<file path="config.mk">
export PLATFORM = sky130hd
export DESIGN_NAME = dma_bus_arbiter
export DESIGN_NICKNAME = d
export VERILOG_FILES = /design/src/rtl/dma_bus_arbiter.sv
export SDC_FILE = /design/constraint.sdc
export NUM_CORES = 1
export LEC_CHECK = 0
export ABC_AREA = 1
export BUFFER_PORTS_ARGS = -buffer_cell sky130_fd_sc_hd__buf_2
export CAP_MARGIN = 20
export CORE_ASPECT_RATIO = 2
export CORE_MARGIN = 2
export CORE_UTILIZATION = 50
export CTS_BUF_LIST = sky130_fd_sc_hd__clkbuf_8
export CTS_CLUSTER_SIZE = 16
export DETAILED_ROUTE_END_ITERATION = 7
export PLACE_DENSITY = 0.69
export REMOVE_ABC_BUFFERS = 1
export SETUP_SLACK_MARGIN = 0.02
export SLEW_MARGIN = 20
export SYNTH_ARGS = -nofsm -noshare
export SYNTH_HDL_FRONTEND = slang
export SYNTH_SLANG_ARGS = --single-unit
</file>
<file path="constraint.sdc">
create_clock -name clk -period 2.6 [get_ports clk]
set_clock_uncertainty 0.15 [all_clocks]
set_input_delay 0.78 -clock clk [delete_from_list [all_inputs] [get_ports clk]]
set_output_delay 0.78 -clock clk [all_outputs]
set_load 0.02 [all_outputs]
</file>
<file path="src/rtl/dma_bus_arbiter.sv">
// Bus arbiter between the 6502 core and two DMA masters: stalls the core on a
// read cycle, then grants the bus round-robin with bounded bursts and turnaround.
module dma_bus_arbiter #(
  parameter int HANDOFF_CYCLES = 1,
  parameter int MAX_BURST      = 16,
  parameter int CNT_W          = 8
) (
  input  logic       clk,
  input  logic       reset,
  input  logic       cpu_rw,
  input  logic [1:0] dma_req,
  output logic       cpu_ready,
  output logic [1:0] dma_ack,
  output logic [1:0] bus_owner,
  output logic [1:0] stall_writes
);

  typedef enum logic [2:0] {CPU_RUN, REQ_WAIT, TURN, DMA, RETURN} state_t;

  localparam logic [1:0]       HO_LAST   = (HANDOFF_CYCLES == 0) ? 2'd0 : 2'(HANDOFF_CYCLES - 1);
  localparam logic [CNT_W-1:0] BURST_LIM = CNT_W'(MAX_BURST);

  state_t           state, state_nxt;
  logic [1:0]       turn_cnt, turn_cnt_nxt;
  logic [CNT_W-1:0] burst_cnt, burst_cnt_nxt, burst_inc;
  logic [1:0]       stall_nxt;
  logic             winner, winner_nxt;
  logic             last_grant, last_grant_nxt;
  logic             handoff_done, burst_exhausted;
  logic             go_turn, go_pick, go_return;
  logic             ready_nxt;
  logic [1:0]       ack_nxt, owner_nxt;

  // Both requesting: alternate away from the last grant; otherwise the lone requester.
  function automatic logic pick_winner(input logic [1:0] req, input logic last);
    if (req == 2'b11) begin
      return ~last;
    end else begin
      return req[1];
    end
  endfunction

  always_comb begin
    state_nxt       = state;
    turn_cnt_nxt    = turn_cnt;
    burst_cnt_nxt   = burst_cnt;
    stall_nxt       = stall_writes;
    winner_nxt      = winner;
    last_grant_nxt  = last_grant;
    go_turn         = 1'b0;
    go_pick         = 1'b0;
    go_return       = 1'b0;
    burst_inc       = burst_cnt + {{(CNT_W-1){1'b0}}, 1'b1};
    handoff_done    = (turn_cnt == HO_LAST);
    burst_exhausted = (MAX_BURST != 0) && (burst_inc >= BURST_LIM);

    case (state)
      CPU_RUN: begin
        // Any stay in CPU_RUN lasts at least one ready cycle, which meets the CPU-cycle guarantee.
        if (dma_req != 2'b00) begin
          state_nxt = REQ_WAIT;
        end else begin
          state_nxt = CPU_RUN;
        end
      end
      REQ_WAIT: begin
        if (dma_req == 2'b00) begin
          state_nxt = CPU_RUN;
        end else if (cpu_rw) begin
          go_turn = 1'b1;
        end else if (stall_writes != 2'b11) begin
          stall_nxt = stall_writes + 2'd1;
        end else begin
          stall_nxt = stall_writes;
        end
      end
      TURN: begin
        if (handoff_done) begin
          go_pick = 1'b1;
        end else begin
          turn_cnt_nxt = turn_cnt + 2'd1;
        end
      end
      DMA: begin
        burst_cnt_nxt = burst_inc;
        if (dma_req[winner] && !burst_exhausted) begin
          state_nxt = DMA;
        end else if (dma_req[~winner] && !burst_exhausted) begin
          go_turn = 1'b1;
        end else begin
          go_return = 1'b1;
        end
      end
      RETURN: begin
        if (handoff_done) begin
          state_nxt = CPU_RUN;
        end else begin
          turn_cnt_nxt = turn_cnt + 2'd1;
        end
      end
      default: state_nxt = CPU_RUN;
    endcase

    // With zero handoff cycles a turn collapses straight into the winner pick.
    if (go_turn && (HANDOFF_CYCLES != 0)) begin
      state_nxt    = TURN;
      turn_cnt_nxt = 2'd0;
    end else if (go_turn || go_pick) begin
      if (dma_req != 2'b00) begin
        state_nxt      = DMA;
        winner_nxt     = pick_winner(dma_req, last_grant);
        last_grant_nxt = winner_nxt;
      end else begin
        go_return = 1'b1;
      end
    end else begin
      winner_nxt = winner;
    end

    if (go_return) begin
      if (HANDOFF_CYCLES != 0) begin
        state_nxt    = RETURN;
        turn_cnt_nxt = 2'd0;
      end else begin
        state_nxt = CPU_RUN;
      end
    end else begin
      turn_cnt_nxt = turn_cnt_nxt;
    end

    if ((state_nxt == CPU_RUN) && (state != CPU_RUN)) begin
      burst_cnt_nxt = '0;
      stall_nxt     = 2'd0;
    end else begin
      burst_cnt_nxt = burst_cnt_nxt;
    end

    ready_nxt = (state_nxt == CPU_RUN);
    case (state_nxt)
      DMA: begin
        ack_nxt   = winner_nxt ? 2'b10 : 2'b01;
        owner_nxt = winner_nxt ? 2'b10 : 2'b01;
      end
      TURN, RETURN: begin
        ack_nxt   = 2'b00;
        owner_nxt = 2'b11;
      end
      default: begin
        ack_nxt   = 2'b00;
        owner_nxt = 2'b00;
      end
    endcase
  end

  // Outputs are registered from the next state so they line up with the state register.
  always_ff @(posedge clk or posedge reset) begin
    if (reset) begin
      state        <= CPU_RUN;
      turn_cnt     <= 2'd0;
      burst_cnt    <= '0;
      stall_writes <= 2'd0;
      winner       <= 1'b0;
      last_grant   <= 1'b1;
      cpu_ready    <= 1'b1;
      dma_ack      <= 2'b00;
      bus_owner    <= 2'b00;
    end else begin
      state        <= state_nxt;
      turn_cnt     <= turn_cnt_nxt;
      burst_cnt    <= burst_cnt_nxt;
      stall_writes <= stall_nxt;
      winner       <= winner_nxt;
      last_grant   <= last_grant_nxt;
      cpu_ready    <= ready_nxt;
      dma_ack      <= ack_nxt;
      bus_owner    <= owner_nxt;
    end
  end

endmodule

</file>
==> impl_summary.txt, run 1 <==
----------------------------------------------------
[Floorplan]
  Number of I/O pins ... 12
  Die Y-Extent ... 76.7 um
  Initial core utilization ... 0.521
  DIE AREA ... about 3100 sq um
  Site row count ... 26
  Die boundary width ... approximately 40 um
  Total core area ... around 2500 sq um

[Placement]
  Post-Place Cells ... 210
  Half-perimeter wire length of the detailed placement result ... 2090 um
  Port Buffer Count ... 11
  Cell Area, Placed ... 1420 sq um
  Placer's final routability congestion estimate ... 0.752

[Yosys]
  Most frequent cells after synthesis ... sky130_fd_sc_hd__nand2_1, sky130_fd_sc_hd__inv_1, sky130_fd_sc_hd__dfrtp_1
  Mean cell area of the mapped netlist ... roughly 7.8 sq um
  Number of enable-type register cells in the synthesized netlist ... 0
  Share of async-settable or async-resettable flops after synthesis ... 1.00
  Library cell with the highest instance count after synthesis ... sky130_fd_sc_hd__nand2_1
  Top-area cell type share of the netlist area ... 0.378
  Synth cell types ... 25
  Gate Count Post-Synth ... 170
  Number of warning messages in the yosys log ... 0
  Flip-flop and latch count after synthesis ... 22
  Most area-consuming cells after synthesis ... sky130_fd_sc_hd__dfrtp_1, sky130_fd_sc_hd__nand2_1, sky130_fd_sc_hd__inv_1
  Sequential cell area fraction in the yosys report ... 0.418
  Dominant register cell in the synthesized netlist ... sky130_fd_sc_hd__dfrtp_1
  Total standard cell area after synthesis ... 1320 sq um
  Library cell occupying the most area in the post-synthesis netlist ... sky130_fd_sc_hd__dfrtp_1

[Worst setup path]
  Register-to-register setup slack ... 0.32 ns
  Startpoint of the most critical register-to-register path ... burst_cnt[0]
  Setup crit start kind ... register
  Type of element capturing the critical path ... register
  Critical path cell sequence ... ha_1 -> nand3_1 -> nor2_1 -> nand2_1 -> nand2_1 -> nand2_1 -> nor2_1 -> nand4_1 -> nand3b_1 -> nand4_4 -> nor2_8 -> nor2_2
  Critical path peak fanout ... 10
  Crit-path most repeated cell ... sky130_fd_sc_hd__nand2_1
  Setup Crit Path Kind ... register to register
  Worst R2R Path Depth ... 12
  Slowest cell on the critical path ... sky130_fd_sc_hd__dfrtp_1
  Required time reported for the critical path endpoint ... approximately 2.6 ns
  Worst endpoint data arrival time ... between 2 and 2.5 ns
  Worst setup startpoint ... burst_cnt[0]
  Peak per-stage delay on the critical path ... roughly 0.42 ns
  Destination of the worst register-to-register timing path ... stall_writes[0]

[Timing]
  Final period demand of the worst path ... 2.28 ns
  Worst Tran Pin Value ... 0.583 ns
  Total count of hold-check failures in the final report ... 0
  Final critical-path share of the clock period ... 0.877
  Number of setup violations in the final report ... 0
  Worst-case headroom to the max-slew limit ... 0.608
  Setup TNS after final layout ... 0 ns
  Final Slew Violations ... 0
  FMAX ... 0.438 GHz
  Setup repair after global routing missed its margin ... false

[Job]
  Max-cap violations ... 0

[Finish]
  Synthesis-to-layout area growth ... 11.8%
  Fraction of final layout cells sized beyond drive strength 1 ... 0.220
  Design Area, Final ... ~1500 sq um
  Post-layout instance count excluding filler cells ... 214
  Nets ... 195
  Number of antenna diodes ... 0

[Detailed routing]
  WL/cell ... between 10 and 15 um
  Drt pass-1 iters ... 4
  Detailed-route DRC error count ... 0
  Antenna-violating nets left ... 0
  Detailed-route wire length ... 2660 um
  Number of violations reported at the end of detailed-routing iteration 0 ... 16
  Mean number of vias per cell ... between 5 and 6
  Routed via count ... 1072

[Hold path]
  Min-delay worst type ... register to register
  Start point of the worst min-delay path ... last_grant
  Hold endpoint ... last_grant
  Hold Crit Depth ... 2

[Outcome]
  Status ... complete, no violations

[Clock tree]
  Worst-Skew Late Latency ... ~0.26 ns
  Root buffer cell ... sky130_fd_sc_hd__clkbuf_8
  Number of H-tree branching levels ... 1
  Clock transition at the registers of the reported paths ... 0.07 ns
  Clock buffer depth ... 2
  TritonCTS clock tree ... built
  Count of hold-fix buffers inserted at cts ... 0
  Clock buffers created by TritonCTS ... 3
  Number of sinks on the clock net ... 22
  Post-CTS repair timing setup buffer count ... 0
  CTS-repair resized insts ... 0

[Power and ir drop]
  Cell Pwr Density ... around 1100 nW/um^2
  Total chip power ... 0.00167 W
  Static leakage ... 0.827 nW
  Max rail drop VDD ... around 0.0006 V

[Global route]
  Via count of the first global-routing pass ... 1128
  Largest net degree at the start of global routing ... 23
  Aggregate global-route resource usage ... 0.213
  First-pass GRT wire length ... 4630 um
  Gr ovfl total ... 0
  Antenna violations before repair ... 0

----------------------------------------------------
==> layout by cell type, fill, tap and decap left out <==
cell type,count
sky130_fd_sc_hd__nand4_4,1
sky130_fd_sc_hd__a21oi_1,2
sky130_fd_sc_hd__buf_4,2
sky130_fd_sc_hd__nand3_1,8
sky130_fd_sc_hd__dfstp_2,2
sky130_fd_sc_hd__nor2_8,1
sky130_fd_sc_hd__ha_1,3
sky130_fd_sc_hd__a21oi_4,1
sky130_fd_sc_hd__a31oi_1,1
sky130_fd_sc_hd__clkbuf_8,4
sky130_fd_sc_hd__nand4_1,2
sky130_fd_sc_hd__nand2_1,46
sky130_fd_sc_hd__nand2_2,4
sky130_fd_sc_hd__o211ai_2,1
sky130_fd_sc_hd__nand3b_1,1
sky130_fd_sc_hd__xor2_1,5
sky130_fd_sc_hd__nor2_2,13
sky130_fd_sc_hd__mux2i_1,2
sky130_fd_sc_hd__a211oi_1,1
sky130_fd_sc_hd__buf_2,11
sky130_fd_sc_hd__inv_1,30
sky130_fd_sc_hd__o21bai_1,1
sky130_fd_sc_hd__o21ai_0,8
sky130_fd_sc_hd__nor3_1,3
sky130_fd_sc_hd__nor2_4,1
sky130_fd_sc_hd__nor2_1,12
sky130_fd_sc_hd__dfrtp_1,20
==> per-layer routing <==
layer	routed length [um]	vias up	global-route usage
li1	-	560	-
met2	1550	11	0.386
met1	988	494	0.213
met3	30	7	0.0173
met4	89	0	0.107
met5	0	-	0
==> flip-flops by register name, indices dropped and copies added (netlist names) <==
name	cells
bus_owner	2
winner	1
stall_writes	2
cpu_ready	1
dma_ack	2
last_grant	1
state	3
burst_cnt	8
turn_cnt	2
==> through the flow <==
step	hold WS (ns)	utilization	worst slack (ns)
5_1_grt	0.348	0.583	0.0895
4_1_cts	0.315	0.583	0.317
3_3_place_gp	0.300	0.561	0.256
3_5_place_dp	0.304	0.561	0.154
2_1_floorplan	0.292	-	0.478
6_report	0.316	0.583	0.319
==> worst max-delay path, delay by kind of cell, from the launching register on <==
family	cells	cell delay [ns]
adder cells (fa/ha/maj)	1	0.21
flip-flops	1	0.42
AND/OR/NAND/NOR	11	1.38
==> how the worst max path moves through the flow <==
stage | to | slack, ns | depth (start not counted)
after floorplan | burst_cnt[4] | 0.48 | 11
after global placement | stall_writes[0] | 0.26 | 12
after detailed placement | stall_writes[0] | 0.15 | 12
after CTS | stall_writes[0] | 0.32 | 12
after global routing | burst_cnt[4] | 0.09 | 12
final | stall_writes[0] | 0.32 | 12
==> where the power goes <==
part | switching [W] | internal [W]
registers | 0.0000980 | 0.000479
logic | 0.000561 | 0.000297
clock network | 0.000103 | 0.000135
total | 0.000761 | 0.000911
==> logic make-up (layout without fill, tap and decap cells) <==
kind of cell / after synthesis / after routing / synth area share
xor+xnor: 5 / 5 / 0.0331
fa+ha+maj: 3 / 3 / 0.0284
buf+inv: 31 / 47 / 0.0880
simple gates: 92 / 92 / 0.342
flops: 22 / 22 / 0.418
compound gates: 15 / 15 / 0.0757
mux: 2 / 2 / 0.0151
==> cell type report <==
type / count / area (sq um)
fillers: 242 / 1060
multi-input cells: 117 / 653
flip-flops and latches: 22 / 553
inverters: 30 / 113
repair buffers: 13 / 70.1
clock buffers: 4 / 55.1
well taps: 28 / 35.0
(Power assumes the default switching activity.)
==> run 2, diff against run 1 <==
- CTS_BUF_LIST: sky130_fd_sc_hd__clkbuf_8 -> sky130_fd_sc_hd__clkbuf_4 sky130_fd_sc_hd__clkbuf_8 sky130_fd_sc_hd__clkbuf_16
- SETUP_SLACK_MARGIN: 0.02 -> 0.5
==> impl_summary.txt, run 2 (same netlist as run 1, synthesis figures left out) <==
----------------------------------------------------
[Outcome]
  Status ... complete, no violations

[Finish]
  Registers with the most flip-flops ... burst_cnt x8, state x3
  Commonest non-fill, non-tap cell in the layout ... sky130_fd_sc_hd__nand2_1
  Nets ... 205 (+5.1%)
  Number of antenna diodes ... 0 (unchanged)
  Largest register FFs ... 8 (unchanged)
  FILL cells ... 220 (-9.1%)
  Post-layout instance count excluding filler cells ... 224 (+4.7%)
  Fraction of final layout cells sized beyond drive strength 1 ... 0.357 (+0.137)
  Register bank with the most flops ... burst_cnt
  Most frequent cells in the layout ... sky130_fd_sc_hd__nand2_1, sky130_fd_sc_hd__inv_1, sky130_fd_sc_hd__dfrtp_1, sky130_fd_sc_hd__nor2_2, sky130_fd_sc_hd__buf_2
  Synthesis-to-layout area growth ... 27.1%

[Worst setup path]
  Type of element capturing the critical path ... register
  Destination of the worst register-to-register timing path ... burst_cnt[6]
  Worst R2R Path Depth ... 10 (-2)
  Setup Crit Path Kind ... input pin to register
  Worst endpoint data arrival time ... 2.24 ns (-0.04 ns)
  Setup crit start kind ... input pin
  Critical path peak fanout ... 3 (-7)
  Required time reported for the critical path endpoint ... 2.66 ns (+0.06 ns)
  Register-to-register setup slack ... 0.45 ns (+0.13 ns)
  Startpoint of the most critical register-to-register path ... burst_cnt[0]

[Power and ir drop]
  Total chip power ... 0.00194 W (+16%)
  Max rail drop VDD ... 0.000918 V (+49%)
  Static leakage ... 0.900 nW (+8.7%)
  Cell Pwr Density ... 1150 nW/um^2 (+2.0%)

[Global route]
  GR Layer Usage met2 ... 0.402 (+0.0159)
  Largest net degree at the start of global routing ... 23 (unchanged)
  Via count of the first global-routing pass ... 1164 (+3.2%)
  First-pass GRT wire length ... 4770 um (+3.1%)
  Met3 capacity usage during global routing ... 0.0173 (unchanged)
  Met1 routing resource usage after global routing ... 0.221 (+0.00781)
  Most used routing layer ... met2
  Gr ovfl total ... 0 (unchanged)
  Antenna violations before repair ... 0 (unchanged)
  Aggregate global-route resource usage ... 0.221 (+0.00764)

[Timing]
  Final critical-path share of the clock period ... 0.840 (-0.0371)
  Final period demand of the worst path ... 2.18 ns (-0.0964 ns)
  Total count of hold-check failures in the final report ... 0 (unchanged)
  Worst Slack Setup Final ... 0.416 ns (+0.0964 ns)
  Setup repair after global routing missed its margin ... true
  Number of setup violations in the final report ... 0 (unchanged)
  Worst Tran Pin Value ... 0.992 ns (+0.409 ns)
  Final Slew Violations ... 0 (unchanged)
  Worst-case headroom to the max-slew limit ... 0.334 (-0.275)
  Setup TNS after final layout ... 0 ns (unchanged)
  FMAX ... 0.458 GHz (+4.4%)

[Floorplan]
  Die boundary width ... 40.4 um (unchanged)
  Number of I/O pins ... 12 (unchanged)
  Initial core utilization ... 0.521 (unchanged)
  Die Y-Extent ... 76.7 um (unchanged)
  Site row count ... 26 (unchanged)
  Total core area ... 2540 sq um (unchanged)
  DIE AREA ... 3100 sq um (unchanged)

[Detailed routing]
  Detailed-route wire length ... 3020 um (+14%)
  Mean number of vias per cell ... 5.22 (+4.3%)
  Antenna-violating nets left ... 0 (unchanged)
  Detailed-route DRC error count ... 0 (unchanged)
  Routed via count ... 1170 (+9.1%)
  Number of violations reported at the end of detailed-routing iteration 0 ... 26 (+10)
  WL/cell ... 13.5 um (+8.6%)
  Drt pass-1 iters ... 5 (+1)

[Placement]
  Half-perimeter wire length of the detailed placement result ... 2090 um (unchanged)
  Placer's final routability congestion estimate ... 0.752 (unchanged)
  Post-Place Cells ... 210 (unchanged)
  Port Buffer Count ... 11 (unchanged)
  Placement Setup Slack ... 0.154 ns (unchanged)

[Clock tree]
  Worst-Skew Late Latency ... 0.26 ns (about the same)
  Number of H-tree branching levels ... 1 (unchanged)
  Clock buffer depth ... 2 (unchanged)
  Number of sinks on the clock net ... 22 (unchanged)
  Root buffer cell ... sky130_fd_sc_hd__clkbuf_8
  Clock transition at the registers of the reported paths ... 0.07 ns (about the same)
  Clock buffers created by TritonCTS ... 3 (unchanged)
  TritonCTS clock tree ... built

[Hold path]
  Start point of the worst min-delay path ... last_grant
  Hold endpoint ... last_grant
  Hold Crit Depth ... 2 (unchanged)
  Min-delay worst type ... register to register

[Job]
  Max-cap violations ... 0 (unchanged)

----------------------------------------------------
==> run 2: timing repair <==
action / in CTS / in global routing
hold buffers: 0 / 0
gates cloned: 1 / 0
pin swaps: 9 / 14
resized for setup: 3 / 27
setup endpoints to repair: 15 / 18
buffers inserted: 3 / 6
==> run 2: worst max-delay path by stage <==
| stage | from | to | slack, ns |
|---|---|---|---|
| 3_5_place_dp | dma_req[1] | stall_writes[0] | 0.15 |
| 3_3_place_gp | dma_req[1] | stall_writes[0] | 0.26 |
| 2_1_floorplan | dma_req[1] | burst_cnt[4] | 0.48 |
| 5_1_grt | burst_cnt[0] | burst_cnt[4] | 0.28 |
| 4_1_cts | burst_cnt[0] | burst_cnt[6] | 0.42 |
| 6_report | dma_req[0] | bus_owner[0] | 0.42 |
==> run 2: routing by layer <==
metal,part of all wire,up-vias,wire [um]
li1,-,578,-
met1,0.36,558,1080
met2,0.58,22,1750
met3,0.017,12,50
met4,0.046,0,138
met5,0,-,0
==> run 2: stage by stage <==
step	hold WS, ns	util	instance area, sq um
6_report	0.317	0.662	1680
5_1_grt	0.348	0.662	1680
4_1_cts	0.315	0.600	1520
3_5_place_dp	0.304	0.561	1420
3_3_place_gp	0.300	0.561	1420
2_1_floorplan	0.292	-	1320
==> run 2: report_power, final <==
part / switching, W / total, W / leakage, nW / internal (W)
logic: 0.000683 / 0.00111 / 0.590 / 0.000429
clock network: 0.000108 / 0.000243 / 0.0288 / 0.000135
registers: 0.000105 / 0.000585 / 0.281 / 0.000480
total: 0.000896 / 0.00194 / 0.900 / 0.00104
==> run 2: final cells by class <==
type	instances	area [sq um]	share of cell area
clock buffers	4	55.1	0.0328
inverters	30	113	0.0670
multi-input cells	118	778	0.463
repair buffers	22	145	0.0864
flip-flops and latches	22	554	0.330
well taps	28	35.0	0.0208
==> run 2: critical path, cell delays in order <==
cell and delay (ns):
sky130_fd_sc_hd__buf_2 0.10, sky130_fd_sc_hd__inv_1 0.06, sky130_fd_sc_hd__nand2_2 0.09, sky130_fd_sc_hd__nand3_4 0.09
sky130_fd_sc_hd__nor2_4 0.10, sky130_fd_sc_hd__nand2_2 0.08, sky130_fd_sc_hd__nand4_1 0.08, sky130_fd_sc_hd__nand2_1 0.06
sky130_fd_sc_hd__nand3b_1 0.23, sky130_fd_sc_hd__buf_4 0.18, sky130_fd_sc_hd__buf_6 0.12, sky130_fd_sc_hd__nor2_4 0.11
sky130_fd_sc_hd__nand2_1 0.09, sky130_fd_sc_hd__nand2_1 0.07
